### config.mk
export PLATFORM = sky130hd
export DESIGN_NAME = unit_sweeper
export DESIGN_NICKNAME = d
export VERILOG_FILES = /design/src/rtl/unit_sweeper_pkg.sv /design/src/rtl/unit_sweeper_fail_finder.sv /design/src/rtl/unit_sweeper.sv
export SDC_FILE = /design/constraint.sdc
export NUM_CORES = 1
export LEC_CHECK = 0
export ABC_AREA = 1
export BUFFER_PORTS_ARGS = -buffer_cell sky130_fd_sc_hd__buf_2
export CAP_MARGIN = 20
export CORE_ASPECT_RATIO = 0.75
export CORE_UTILIZATION = 54
export DETAILED_ROUTE_END_ITERATION = 8
export PLACE_DENSITY = 0.79
export SYNTH_ARGS = -nofsm -noshare
export SYNTH_HDL_FRONTEND = slang
export SYNTH_SLANG_ARGS = --single-unit
### constraint.sdc
create_clock -name clk -period 2.3 [get_ports clk]
set_clock_uncertainty 0.2 [all_clocks]
set_input_delay 0.46 -clock clk [delete_from_list [all_inputs] [get_ports clk]]
set_output_delay 0.46 -clock clk [all_outputs]
set_load 0.01 [all_outputs]
### src/rtl/unit_sweeper_pkg.sv
// Shared definitions for the unit_sweeper block.
// Contents:
//   state_e    - sweep FSM state encoding (Idle=0, Apply=1, Sample=2, Done=3)
//   SettleMax  - largest supported settle time, in cycles
//   SettleW    - width of the settle counter, sized to hold SettleMax
package unit_sweeper_pkg;

  typedef enum logic [1:0] {
    StIdle   = 2'd0,
    StApply  = 2'd1,
    StSample = 2'd2,
    StDone   = 2'd3
  } state_e;

  localparam int unsigned SettleMax = 15;
  localparam int unsigned SettleW   = 4;

endpackage

### src/rtl/unit_sweeper_fail_finder.sv
// fail_finder: combinational priority encoder over a mismatch vector.
// Ports:
//   vec  in   2^N  mismatch bits, bit k set when pattern k disagrees
//   idx  out  N    lowest set bit index, 0 when no bit is set
//   any  out  1    at least one bit of vec is set
module fail_finder #(
  parameter int unsigned N = 4
) (
  input  logic [2**N-1:0] vec,
  output logic [N-1:0]    idx,
  output logic            any
);

  always_comb begin
    idx = '0;
    any = |vec;
    // Scan high to low so the lowest set bit is the last one written.
    for (int k = 2**N - 1; k >= 0; k--) begin
      if (vec[k]) idx = N'(k);
    end
  end

endmodule

### src/rtl/unit_sweeper.sv
// unit_sweeper: steps a combinational N-input unit through all 2^N input
// patterns, samples its output after SETTLE cycles per pattern, builds the
// truth table and compares it against an expected table.
// Ports:
//   clk         in   1    clock, all state on rising edge
//   rst         in   1    asynchronous active-high reset
//   start       in   1    begin a sweep, honoured only when idle
//   exp_table   in   2^N  expected truth table, bit k = expected y for input k
//   i_out       out  N    pattern driven to the unit's input bus
//   y_in        in   1    unit output
//   busy        out  1    sweep in progress (through the done cycle)
//   done        out  1    one-cycle pulse at sweep completion
//   table_out   out  2^N  captured truth table
//   pass        out  1    table_out matched exp_table
//   first_fail  out  N    lowest mismatching pattern, 0 on pass
module unit_sweeper
  import unit_sweeper_pkg::*;
#(
  parameter int unsigned N      = 4,
  parameter int unsigned SETTLE = 1
) (
  input  logic            clk,
  input  logic            rst,
  input  logic            start,
  input  logic [2**N-1:0] exp_table,
  output logic [N-1:0]    i_out,
  input  logic            y_in,
  output logic            busy,
  output logic            done,
  output logic [2**N-1:0] table_out,
  output logic            pass,
  output logic [N-1:0]    first_fail
);

  localparam int unsigned Patterns = 2**N;
  localparam logic [N:0]  LastIdx  = (N+1)'(Patterns - 1);
  localparam logic [SettleW-1:0] SettleLast = SettleW'(SETTLE - 1);

  state_e               state;
  logic [N:0]           idx;
  logic [SettleW-1:0]   cnt;
  logic [Patterns-1:0]  table_nxt;
  logic [Patterns-1:0]  mismatch;
  logic [N-1:0]         ff_idx;
  logic                 ff_any;

  // Table including the bit being sampled this cycle, so the verdict can be
  // registered together with the done pulse and is valid while done is high.
  always_comb begin
    table_nxt                = table_out;
    table_nxt[idx[N-1:0]]    = y_in;
    mismatch                 = table_nxt ^ exp_table;
  end

  fail_finder #(
    .N(N)
  ) u_fail_finder (
    .vec(mismatch),
    .idx(ff_idx),
    .any(ff_any)
  );

  always_ff @(posedge clk or posedge rst) begin
    if (rst) begin
      state      <= StIdle;
      idx        <= '0;
      cnt        <= '0;
      i_out      <= '0;
      busy       <= 1'b0;
      done       <= 1'b0;
      table_out  <= '0;
      pass       <= 1'b0;
      first_fail <= '0;
    end else begin
      done <= 1'b0;
      unique case (state)
        StIdle: begin
          if (start) begin
            state      <= StApply;
            busy       <= 1'b1;
            idx        <= '0;
            cnt        <= '0;
            i_out      <= '0;
            table_out  <= '0;
            pass       <= 1'b0;
            first_fail <= '0;
          end
        end
        StApply: begin
          if (cnt == SettleLast) begin
            state <= StSample;
          end else begin
            cnt <= cnt + 1'b1;
          end
        end
        StSample: begin
          table_out <= table_nxt;
          if (idx == LastIdx) begin
            state      <= StDone;
            done       <= 1'b1;
            pass       <= ~ff_any;
            first_fail <= ff_idx;
          end else begin
            idx   <= idx + 1'b1;
            i_out <= idx[N-1:0] + 1'b1;
            cnt   <= '0;
            state <= StApply;
          end
        end
        StDone: begin
          state <= StIdle;
          busy  <= 1'b0;
        end
        default: state <= StIdle;
      endcase
    end
  end

endmodule

# Yosys cells after proc, flatten, opt, wreduce, memory -nomap -nowiden
# Cells that the tools add are included.
[classes]
addsub = 3
n_lt_le_gt_ge = 2
eq_ne = 9
mux = 43
bitwise = 2
reduce_logical = 13
[ops]
columns = ["cell", "n"]
rows = [
  ["4-bit two-way mux", 21],
  ["16-bit one-hot mux with 2 select lines", 1],
  ["16-bit bitwise mux", 1],
  ["16-bit two-way mux", 1],
  ["4-bit one-hot mux with 2 select lines", 2],
  ["16-bit OR reduction", 1],
  ["16-bit bitwise XOR", 1],
  ["4-bit one-hot mux with 3 select lines", 1],
  ["5-bit two-way mux", 2],
  ["2-bit inequality test, second input constant", 5],
  ["5-bit one-hot mux with 2 select lines", 1],
  ["4-bit by 1-bit adder with 4-bit output, second input constant", 2],
  ["2-bit one-hot mux with 4 select lines", 1],
  ["1-bit two-way mux", 6],
  ["2-bit two-way mux", 3],
  ["2-bit AND reduction", 3],
  ["3-bit AND reduction", 2],
  ["5-bit by 1-bit adder with 5-bit output, second input constant", 1],
  ["5-bit by 4-bit == test with 1-bit output, second input constant", 1],
  ["4-bit by 5-bit less-than comparator with 1-bit output, second input constant", 1],
  ["1-bit demux with 4-bit select", 1],
  ["2-bit == test, second input constant", 2],
  ["4-bit by 1-bit greater-or-equal comparator with 1-bit output, second input constant", 1],
  ["4-bit zero test", 1],
  ["8 further kinds", 10],
]
[totals]
register_bits = 38
in_bits = 20
word_cells = 81

# Logic depth before layout (Yosys ltp)
# Gate-level depths: netlist (run 1).
[logic_depth]
word_depth = 24
depth_mapped = 23
depth_no_buf = 22

# Modules after synthesis
# From an unflattened synthesis (run 1), not the netlist that was laid out.
[hier_totals]
cells_unflattened = 361
hier_area_um2 = 2356.0
[modules_own_cells]
columns = ["module", "n_inst", "cells_each", "area_per_inst_um2", "seq_area_each_um2"]
rows = [
  ["unit_sweeper", 1, 312, 2147.1, 850.8],
  ["fail_finder", 1, 49, 209.0, 0.0],
]

# Worst setup path after synthesis (run 1)
# No wires, ideal clock.
[synth_timing]
kind = "flip-flop to flip-flop"
start = "reg, netlist name i_out[0]"
end = "reg i_out[2]"
setup_ps = 82
t_arrival_ps = 1826
path_slack_ps = 192
path_stages_with_launch = 13
synth_period_minus_slack_ps = 2108
path_cell_list = "dfrtp_1 -> ha_1 -> buf_2 -> inv_1 -> nor2_2 -> ha_1 -> nand2_1 -> inv_1 -> nor2_2 -> inv_1 -> o21ai_1 -> nand2_1 -> a31oi_1"
[synth_lines]
columns = ["item", "line_no", "source"]
rows = [
  ["end signal, assigned", "unit_sweeper.sv:105", "i_out <= idx[N-1:0] + 1'b1;"],
  ["end, declared", "unit_sweeper.sv:26", "output logic [N-1:0] i_out,"],
]

# Worst setup path after layout (run 1)
[layout_timing]
start = "reg idx[3]"
end = "reg first_fail[0]"
[layout_between]
elab_chain_cells = 24
elab_cells_between_ends = 28
classes_between = "order compare (2); eq/ne (2); mux (21); bitwise (1); reduce/logical (2)"
[layout_lines]
columns = ["item", "line_no", "source"]
rows = [
  ["start, declared", "unit_sweeper.sv:40", "logic [N:0] idx;"],
  ["start signal, assigned", "unit_sweeper.sv:104", "idx <= idx + 1'b1;"],
  ["4-bit by 5-bit less-than comparator with 1-bit output (not written as such) or 4-bit by 1-bit greater-or-equal comparator with 1-bit output (tied branches)", "unit_sweeper.sv:51", "table_nxt[idx[N-1:0]] = y_in;"],
  ["1-bit logical AND (not written as such)", "unit_sweeper.sv:51", ""],
  ["1-bit two-way mux (not written as such)", "unit_sweeper.sv:51", ""],
  ["1-bit demux with 4-bit select", "unit_sweeper.sv:51", ""],
  ["16-bit bitwise mux", "unit_sweeper.sv:51", ""],
  ["16-bit bitwise XOR", "unit_sweeper.sv:52", "mismatch = table_nxt ^ exp_table;"],
  ["4-bit two-way mux (16 in a row)", "unit_sweeper_fail_finder.sv:19", "if (vec[k]) idx = N'(k);"],
  ["4-bit two-way mux", "unit_sweeper.sv:98", "if (idx == LastIdx) begin"],
  ["4-bit one-hot mux with 2 select lines", "unit_sweeper.sv:76", "unique case (state)"],
  ["end signal, assigned", "unit_sweeper.sv:102", "first_fail <= ff_idx;"],
  ["end, declared", "unit_sweeper.sv:32", "output logic [N-1:0] first_fail"],
]
# Parallel ways exist; a longest one is shown, timed or not. The select of a mux whose other input is x is not followed.
# A chain may end at the register's enable or synchronous reset.

==> results of run 1 <==
-- final timing paths --
check	cells after the start	from	endpoint	slack, ns
worst max-delay path	15	idx[3]$_DFFE_PP0P_	first_fail[0]$_DFFE_PP0P_	-0.03
worst min-delay path	3	rst	first_fail[1]$_DFFE_PP0P_	0.05
worst max register to register	15	idx[3]$_DFFE_PP0P_	first_fail[0]$_DFFE_PP0P_	-0.03
worst min register to register	1	state[0]$_DFFE_PP0P_	busy$_DFFE_PP0P_	0.26
max in group asynchronous	3	rst	i_out[0]$_DFFE_PP0P_	1.51
min in group clk	1	state[0]$_DFFE_PP0P_	busy$_DFFE_PP0P_	0.26
-- layer usage --
layer / routed length, um / share of wire (%) / vias to the layer above / global-route usage, %
met5: 0 / 0 / - / 0
met4: 87 / 1.5 / 0 / 8.201
met3: 381 / 6.8 / 10 / 6.284
met2: 2553 / 45 / 98 / 40.93
met1: 2614 / 46 / 920 / 39.63
li1: - / - / 1012 / -
-- cell families (layout without fill, tap and decap cells) --
group | after synthesis | count (layout) | synth area share (%)
flops | 34 | 34 | 39.17
simple gates | 106 | 106 | 23.79
compound gates | 53 | 53 | 14.86
fa+ha+maj | 7 | 7 | 4.032
buf+inv | 62 | 120 | 12.21
xor+xnor | 13 | 13 | 5.933
-- stage by stage --
stage          instance area, um^2  util, %
2_1_floorplan                 2172        -
3_3_place_gp                  2490    66.29
3_5_place_dp                  2490    66.29
4_1_cts                       2634    70.12
5_1_grt                       2778    73.95
6_report                      2778    73.95
-- state kept, by name, summed over array words and instances (netlist names) --
name,flops
busy,1
cnt,4
done,1
first_fail,4
i_out,3
idx,2
pass,1
state,2
table_out,16
-- cell type report --
type	instances	area (um^2)	share of cell area, %
Inverter	52	200.2	7.207
Multi-Input combinational cell	179	1207	43.47
Sequential cell	34	853.3	30.72
Clock buffer	7	86.33	3.108
Timing Repair Buffer	60	360.3	12.97
Tap cell	52	65.06	2.342
Clock inverter	1	5.005	0.1802
-- worst register-to-register path, cell delays in order (launching register included) --
cell	delay (ns)
dfrtp_1	0.46
buf_12	0.19
inv_2	0.12
nand3_2	0.11
nand2_1	0.10
o21ai_2	0.07
xnor2_1	0.38
inv_1	0.13
nand2_1	0.09
nand2_1	0.05
nand2_1	0.07
nand2_1	0.05
nand2_1	0.05
nand2_1	0.04
nand2_1	0.07
nand2_1	0.05
-- cells in the final DEF, fill, tap and decap left out, drive strengths merged --
master / Yosys / routed
nor3: 3 / 3
a31oi: 7 / 7
dfrtp: 34 / 34
a22o: 1 / 1
a21oi: 6 / 6
xnor2: 10 / 10
buf: 8 / 60
clkinv: 1 / 2
nand3: 25 / 25
nor4: 1 / 1
nor2: 14 / 14
o211ai: 1 / 1
nor3b: 2 / 2
nand4: 4 / 4
ha: 7 / 7
o22ai: 14 / 14
o31ai: 2 / 2
nand2: 57 / 57
o21ai: 21 / 21
inv: 51 / 51
a32o: 1 / 1
clkbuf: 2 / 7
xor2: 3 / 3
-- where the power goes --
group / internal, mW / switching [mW]
clock: 0.242 / 0.224
combinational: 0.0868 / 0.127
sequential: 0.615 / 0.00970
-- timing repair --
item,4_1_cts,5_1_grt
pin swaps,0,9
setup endpoints to repair,4,5
setup buffers,0,5
gates cloned,0,0
endpoints found under the hold margin,0,0
gates resized for setup,12,24
==> flow_metrics.tcl, run 1 <==
set metrics [dict create \
    h-tree-depth 2 \
    stdcell_count 385 \
    antenna_found_initial 0 \
    setup_violations 1 \
    syn-num-nets 302 \
    firstDrtPassIters 5 \
    cts-buffers-inserted 5 \
    grt_max_degree 35 \
    dp_hpwl_um 3861 \
    clock.fmax_mhz 430.1 \
    total_power_mw 1.304 \
    crit_buf_inv 3 \
    fillers 305 \
    avgSynthCellArea_um2 7.898 \
    dp.cells 372 \
    synth_most_common_cell "nand2_1" \
    synth_common_cells "nand2_1 (56), inv_1 (49), dfrtp_1 (34)" \
    path_common_cell "nand2_1" \
    hold_viol 0 \
    powerDensity_nw_per_um2 469.4 \
    gp_congestion 0.8390 \
    arrival_ns 2.31 \
    status "finished with violations" \
    rows 19 \
    first_iter_violations 128 \
    via_count 2040 \
    grt-ovfl-total 0 \
    required_ns 2.29 \
    start_kind "flip-flop" \
    hold_ws_ns 0.05275 \
    drc 0 \
    routed_wl_um 5636 \
    initial_core_util_pct 57.83 \
    die_area_um2 4283 \
    clk_latency_ns 0.29 \
    timing.final.crit_period_ns 2.325 \
    grt_pass1_vias 1849 \
    synth.largest_area_cell "dfrtp_1" \
    port_buffers 46 \
    min_path_type "primary input to asynchronous set/reset pin" \
    cts_tree "yes" \
    finalSetupTns_ns -0.02524 \
    clockRootBuffer "clkbuf_8" \
    synth_warnings 0 \
    cpPeakStageDelay_ns 0.46 \
    p_leak_nw 1.393 \
    ys.flop_type "dfrtp_1" \
    slowest_stage "dfrtp_1" \
    worst_slack_ns -0.02524 \
    dp_slack_ns -0.08926 \
    drive_above_1_share_pct 33.63 \
    worst_setup_path_end_kind "flip-flop" \
    crit_chain "buf_12 > inv_2 > nand3_2 > nand2_1 > o21ai_2 > xnor2_1 > inv_1 > nand2_1 > nand2_1 > nand2_1 > nand2_1 > nand2_1 > nand2_1 > nand2_1 > nand2_1" \
    grt_pass1_wl_um 8590 \
    fin_crit_sh_pct 101.1 \
    die_h_um 56.93 \
    diodes 0 \
    async_flop_share_pct 100.0 \
    worst-path-max-fanout 10 \
    violations "setup timing" \
    cts_hold_buf 0 \
    via_per_inst 5.299 \
    synth_seq_cells 34 \
    grt_usage_pct 27.38 \
    synth_area_um2 2172 \
    wl_per_cell_um 14.64 \
    rsz0062_at_grt "yes" \
    path_clk_slew_ns 0.07 \
    final_nets 359 \
    cap_violations 0 \
    core_um2 3756 \
    dieWidth_um 75.24 \
    ant_nets 0 \
    synth_edf_count 0 \
    area_growth_pct 27.88 \
    ys_types 33 \
    ys_seq_area_share_pct 39.17 \
    ir_worst_vdd_mv 0.3762 \
    synth_top_area_share_pct 39.17 \
    syn-instance-count 275 \
    tightest_slew_ns 0.4502 \
    pin_count 47 \
    slew_headroom_pct 69.77 \
    slew_viol_final 0 \
    clk_path_buf_depth 2 \
    cts.sinks 34 \
    crit_family "simple AND/OR/NAND/NOR gates" \
    ys_top_cells_by_area "dfrtp_1 (39%), nand2_1 (9.7%), inv_1 (8.5%)" \
    path_class "flip-flop to flip-flop" \
]
Power figures use the tool's default switching activity.
==> run 2, diff against run 1 <==
--- a/config.mk
+++ b/config.mk
@@ -9,9 +9,10 @@
 export BUFFER_PORTS_ARGS = -buffer_cell sky130_fd_sc_hd__buf_2
 export CAP_MARGIN = 20
 export CORE_ASPECT_RATIO = 0.75
-export CORE_UTILIZATION = 54
+export CORE_UTILIZATION = 46
 export DETAILED_ROUTE_END_ITERATION = 8
-export PLACE_DENSITY = 0.79
+export PLACE_DENSITY = 0.69
+export SKIP_CTS_REPAIR_TIMING = 1
 export SYNTH_ARGS = -nofsm -noshare
 export SYNTH_HDL_FRONTEND = slang
 export SYNTH_SLANG_ARGS = --single-unit
==> run 2 against run 1 <==
Compared with the run above:
- the flow now finishes without violations
- sequential power barely moved
- final area rose by 1.5%
- first-iteration DRC count fell by 33%
- clock-buffer cell count rose by 1
- clock power rose by 12%
- total power rose by 4.1%
- worst setup slack improved by 0.061 ns
- global-route usage fell by 4.2 points
- non-clock buffer count rose by 10
- worst hold slack improved by 0.0085 ns
- final cell count rose by 3.9%
==> flow_metrics.tcl, run 2 (synthesis gave the netlist of run 1 again) <==
set metrics [dict create \
    status "finished, final reports clean" \
    p_sw_mw 0.3552 \
    arrival_ns 2.29 \
    finalCoreUtilization_pct 62.77 \
    worst-path-max-fanout 5 \
    slew_viol_final 0 \
    cts-buffers-inserted 5 \
    h-tree-depth 2 \
    cap_violations 0 \
    clk_latency_ns 0.28 \
    grt_pass1_wl_um 8576 \
    min_path_type "primary input to asynchronous set/reset pin" \
    via_count 2052 \
    fin_crit_sh_pct 98.45 \
    die_area_um2 5004 \
    clockRootBuffer "clkbuf_8" \
    p_seq_share_pct 45.9 \
    start_kind "flip-flop" \
    ant_nets 0 \
    ir_worst_vdd_mv 0.3827 \
    multi_input_area_um2 1170 \
    core_um2 4493 \
    seq_area_um2 854.6 \
    initial_core_util_pct 48.34 \
    gp_congestion 0.8011 \
    cts.sinks 34 \
    total_power_mw 1.357 \
    hold_viol 0 \
    final_area_um2 2820 \
    pwr-share-comb_pct 15.5 \
    rsz0062_at_grt "yes" \
    path_clk_slew_ns 0.07 \
    grt_max_degree 35 \
    regMostFlops "table_out" \
    routed_wl_um 5699 \
    die_h_um 61.51 \
    drc 0 \
    final_nets 369 \
    dpl_cell_area_um2 2516 \
    rows 21 \
    via_per_inst 5.130 \
    hold_ws_ns 0.06123 \
    clock_power_share_pct 38.6 \
    port_buffers 46 \
    largest_reg_flops 16 \
    path_class "flip-flop to flip-flop" \
    largestRegisters "table_out x16, cnt x4, first_fail x4" \
    final_common_cell "nand2_1" \
    setup_violations 0 \
    tightest_slew_ns 0.4378 \
    clock.fmax_mhz 441.6 \
    p_int_mw 1.002 \
    timing.final.crit_period_ns 2.264 \
    first_iter_violations 86 \
    cts_tree "yes" \
    area_growth_pct 29.84 \
    firstDrtPassIters 4 \
    drive_above_1_share_pct 34.99 \
    grt-ovfl-total 0 \
    dp_hpwl_um 3917 \
    grt_pass1_vias 1808 \
    required_ns 2.33 \
    p_leak_nw 1.436 \
    switching_share_pct 26.17 \
    antenna_found_initial 0 \
    worst_setup_path_end_kind "flip-flop" \
    dieWidth_um 81.35 \
    layout_common_cells "nand2_1 (52), inv_1 (47), buf_2 (46), dfrtp_1 (31), buf_4 (23)" \
    powerDensity_nw_per_um2 481.3 \
    wl_per_cell_um 14.25 \
    pin_count 47 \
    slew_headroom_pct 70.81 \
    diodes 0 \
    grt_usage_pct 23.20 \
    clk_path_buf_depth 2 \
    fillers 395 \
]
## run 2: path summary, 6_finish.rpt
check                                startpoint                        end  slack [ns]  cells after the start
max                        i_out[0]$_DFFE_PP0P_  first_fail[0]$_DFFE_PP0P_        0.04                     16
min                                         rst       state[1]$_DFFE_PP0P_        0.06                      3
min reg2reg                state[0]$_DFFE_PP0P_           busy$_DFFE_PP0P_        0.27                      1
max in group asynchronous                   rst       i_out[1]$_DFFE_PP0P_        1.50                      3
min in group clk           state[0]$_DFFE_PP0P_           busy$_DFFE_PP0P_        0.27                      1
max reg2reg                i_out[0]$_DFFE_PP0P_  first_fail[0]$_DFFE_PP0P_        0.04                     16
## run 2: routing by layer
layer,GRT usage [%],share of wire [%]
met1,34.06,49
met2,34.29,44
met3,5.630,5.9
met4,5.102,0.77
met5,0,0
## run 2: layout make-up
cell class / instances / area share, %
inverters: 52 / 7.099
multi-input cells: 179 / 41.48
flip-flops and latches: 34 / 30.30
well taps: 57 / 2.529
repair buffers: 70 / 14.69
clock buffers: 8 / 3.904
## run 2: power groups by stage
stage / sequential [mW] / clock (mW) / combinational (mW)
3_3_place_gp: 0.634 / 0 / 0.191
3_5_place_dp: 0.635 / 0 / 0.192
2_1_floorplan: 0.643 / 0 / 0.117
4_1_cts: 0.623 / 0.533 / 0.194
5_1_grt: 0.625 / 0.562 / 0.235
6_report: 0.623 / 0.524 / 0.210
## run 2: critical path, stage by stage, from the launching register on
cell     delay [ns]
dfrtp_2        0.48
ha_4           0.20
buf_4          0.13
nand3_2        0.09
nand2_1        0.09
o21ai_2        0.07
xnor2_1        0.35
inv_1          0.13
nand2_1        0.09
nand2_1        0.05
nand2_1        0.05
nand2_1        0.05
nand2_1        0.05
nand2_1        0.05
nand2_1        0.05
nand2_1        0.05
nand2_1        0.05
## run 2: metrics by stage
step,TNS [ns],cells,worst slack [ns]
floorplan,0,275,0.1917
global placement,0,383,0.01813
detailed placement,-0.02167,383,-0.02167
CTS,-0.04305,391,-0.04305
global route,-0.2612,400,-0.1498
finish,0,400,0.03566
==> run 3, diff against run 2 <==
--- a/config.mk
+++ b/config.mk
@@ -5,7 +5,6 @@
 export SDC_FILE = /design/constraint.sdc
 export NUM_CORES = 1
 export LEC_CHECK = 0
-export ABC_AREA = 1
 export BUFFER_PORTS_ARGS = -buffer_cell sky130_fd_sc_hd__buf_2
 export CAP_MARGIN = 20
 export CORE_ASPECT_RATIO = 0.75
==> run 3 against run 2 <==
Compared with the run above:
- the flow now finishes with violations (setup timing)
- utilization increased by 7.6 points
- final cell count decreased by 0.75%
- synthesized cell count decreased by 9.5%
- clock power decreased by 15%
- worst hold slack got worse by 0.017 ns
- clock-buffer cell count decreased by 3
- fmax decreased by 8.6%
- synthesized area increased by 5.9%
- worst setup slack got worse by 0.21 ns
- first-iteration DRC count increased by 150%
- final area increased by 15%
- critical path type unchanged
- largest power group is now combinational cells
==> flow_metrics.tcl, run 3 <==
set metrics [dict create \
    cap_violations 0 \
    avgSynthCellArea_um2 9.241 \
    clockRootBuffer "clkbuf_8" \
    largest_reg_flops 16 \
    drive_above_1_share_pct 45.88 \
    powerDensity_nw_per_um2 816.0 \
    gp_congestion 0.8785 \
    rows 21 \
    area_growth_pct 41.38 \
    path_class "flip-flop to flip-flop" \
    dp_hpwl_um 4752 \
    diodes 0 \
    slew_headroom_pct 62.18 \
    firstDrtPassIters 4 \
    synth_seq_cells 34 \
    finalSetupTns_ns -0.6664 \
    antenna_found_initial 0 \
    clk_path_buf_depth 2 \
    status "finished with violations" \
    min_path_type "primary input to asynchronous set/reset pin" \
    synth.largest_area_cell "dfrtp_1" \
    ys_seq_area_share_pct 36.98 \
    grt_pass1_vias 2118 \
    final_nets 367 \
    synth_area_um2 2301 \
    worst_slack_ns -0.1779 \
    ys_types 48 \
    port_buffers 46 \
    fin_crit_sh_pct 107.7 \
    synth_common_cells "dfrtp_1 (34), o21ai_0 (25), a21oi_1 (20)" \
    timing.final.crit_period_ns 2.478 \
    via_count 2300 \
    syn-num-nets 276 \
    hold_viol 0 \
    cts.sinks 34 \
    routed_wl_um 7074 \
    largestRegisters "table_out x16, cnt x4, first_fail x4" \
    dieWidth_um 83.67 \
    rsz0062_at_grt "yes" \
    crit_buf_inv 1 \
    hold_ws_ns 0.04444 \
    start_kind "flip-flop" \
    p_int_mw 1.515 \
    via_per_inst 5.793 \
    crit_family "simple AND/OR/NAND/NOR gates" \
    tightest_slew_ns 0.5673 \
    cts_tree "yes" \
    wl_per_cell_um 17.82 \
    ys.flop_type "dfrtp_1" \
    violations "setup timing" \
    drc 0 \
    synth_most_common_cell "dfrtp_1" \
    regMostFlops "table_out" \
    ant_nets 0 \
    synth_warnings 0 \
    crit_chain "inv_2 > ha_4 > or3b_4 > a2111oi_4 > nor2_2 > nor2_2 > and3_4 > a32o_1" \
    layout_common_cells "buf_4 (55), buf_2 (46), dfrtp_1 (31), o21ai_0 (25), a21oi_1 (20)" \
    grt_max_degree 35 \
    p_seq_share_pct 30.3 \
    synth_top_area_share_pct 36.98 \
    path_common_cell "nor2_2" \
    cpPeakStageDelay_ns 0.45 \
    path_clk_slew_ns 0.08 \
    grt-ovfl-total 0 \
    pwr-share-comb_pct 53.0 \
    required_ns 2.35 \
    p_leak_nw 1.528 \
    first_iter_violations 214 \
    clk_latency_ns 0.30 \
    worst-path-max-fanout 4 \
    async_flop_share_pct 100.0 \
    final_common_cell "buf_4" \
    slew_viol_final 0 \
    worst_setup_path_end_kind "flip-flop" \
    grt_pass1_wl_um 10530 \
    ys_top_cells_by_area "dfrtp_1 (37%), mux2i_1 (7.0%), xnor2_1 (5.7%)" \
    p_sw_mw 1.139 \
    setup_violations 5 \
    h-tree-depth 2 \
    slowest_stage "dfrtp_2" \
    initial_core_util_pct 49.76 \
    pin_count 47 \
    die_h_um 63.25 \
    grt_usage_pct 25.75 \
    switching_share_pct 42.91 \
    arrival_ns 2.53 \
    clock_power_share_pct 16.8 \
    synth_edf_count 0 \
    ir_worst_vdd_mv 0.5450 \
    core_um2 4624 \
    die_area_um2 5292 \
    syn-instance-count 249 \
    clock.fmax_mhz 403.6 \
    cts-buffers-inserted 5 \
]
-- run 3: cell count changes after synthesis, moves of 8 or more --
cell,change
nand3b_1,+8
o22ai_1,-9
mux2i_1,+16
nand2_1,-40
a21oi_1,+14
o21ai_0,+16
nand3_1,-18
inv_1,-34
-- run 3: metal layers --
metal  track usage (%)  up-vias  routed length (um)
li1                  -     1071                   -
met1             36.84     1113                3234
met2             37.60      103                3163
met3             6.291       13                 518
met4             9.534        0                 157
met5                 0        -                   0
-- run 3: worst paths after layout --
path / end / depth (start not counted) / startpoint / slack, ns
max in group asynchronous: i_out[0]$_DFFE_PP0P_ / 3 / rst / 1.51
hold reg to reg: pass$_DFFE_PP0P_ / 1 / pass$_DFFE_PP0P_ / 0.29
hold / removal: table_out[6]$_DFFE_PP0P_ / 3 / rst / 0.04
min in group clk: pass$_DFFE_PP0P_ / 1 / pass$_DFFE_PP0P_ / 0.29
setup / recovery: pass$_DFFE_PP0P_ / 8 / i_out[0]$_DFFE_PP0P_ / -0.18
setup reg to reg: pass$_DFFE_PP0P_ / 8 / i_out[0]$_DFFE_PP0P_ / -0.18
-- run 3: cells by family (layout without fill, tap and decap cells) --
logic type | Yosys count | count (layout) | share of synthesized area [%]
adder cells (fa/ha/maj) | 7 | 7 | 3.806
XOR/XNOR | 19 | 19 | 7.232
buffers and inverters | 32 | 123 | 8.048
AO/OA/AOI/OAI | 73 | 73 | 19.58
flip-flops | 34 | 34 | 36.98
multiplexers | 17 | 17 | 7.558
AND/OR/NAND/NOR | 67 | 67 | 16.80
-- run 3: worst min-delay path, stage by stage --
cell	delay [ns]
buf_2	0.09
inv_1	0.04
buf_4	0.39
-- run 3: per-stage QoR --
step | cells | power (mW) | setup WS (ns) | utilization, % | area (um^2)
4_1_cts | 384 | 2.430 | -0.2385 | 62.88 | 2908
3_3_place_gp | 377 | 1.954 | -0.1876 | 61.17 | 2829
6_report | 397 | 2.654 | -0.1779 | 70.35 | 3253
3_5_place_dp | 377 | 1.987 | -0.2223 | 61.17 | 2829
2_1_floorplan | 249 | 1.609 | -0.08631 | - | 2351
5_1_grt | 397 | 2.803 | -0.2903 | 70.35 | 3253
-- run 3: power groups by stage --
stage | clock network (mW) | logic (mW) | registers (mW)
6_report | 0.445 | 1.41 | 0.804
5_1_grt | 0.467 | 1.52 | 0.820
4_1_cts | 0.444 | 1.19 | 0.796
3_5_place_dp | 0 | 1.18 | 0.803
3_3_place_gp | 0 | 1.15 | 0.801
2_1_floorplan | 0 | 0.831 | 0.778
-- run 3: cell type report --
class / count / area, um^2
Tap cell: 57 / 71.32
Clock inverter: 2 / 10.01
Inverter: 15 / 56.30
Clock buffer: 5 / 68.82
Multi-Input combinational cell: 183 / 1549
Timing Repair Buffer: 101 / 643.1
Sequential cell: 34 / 854.6
Fill cell: 355 / 1371
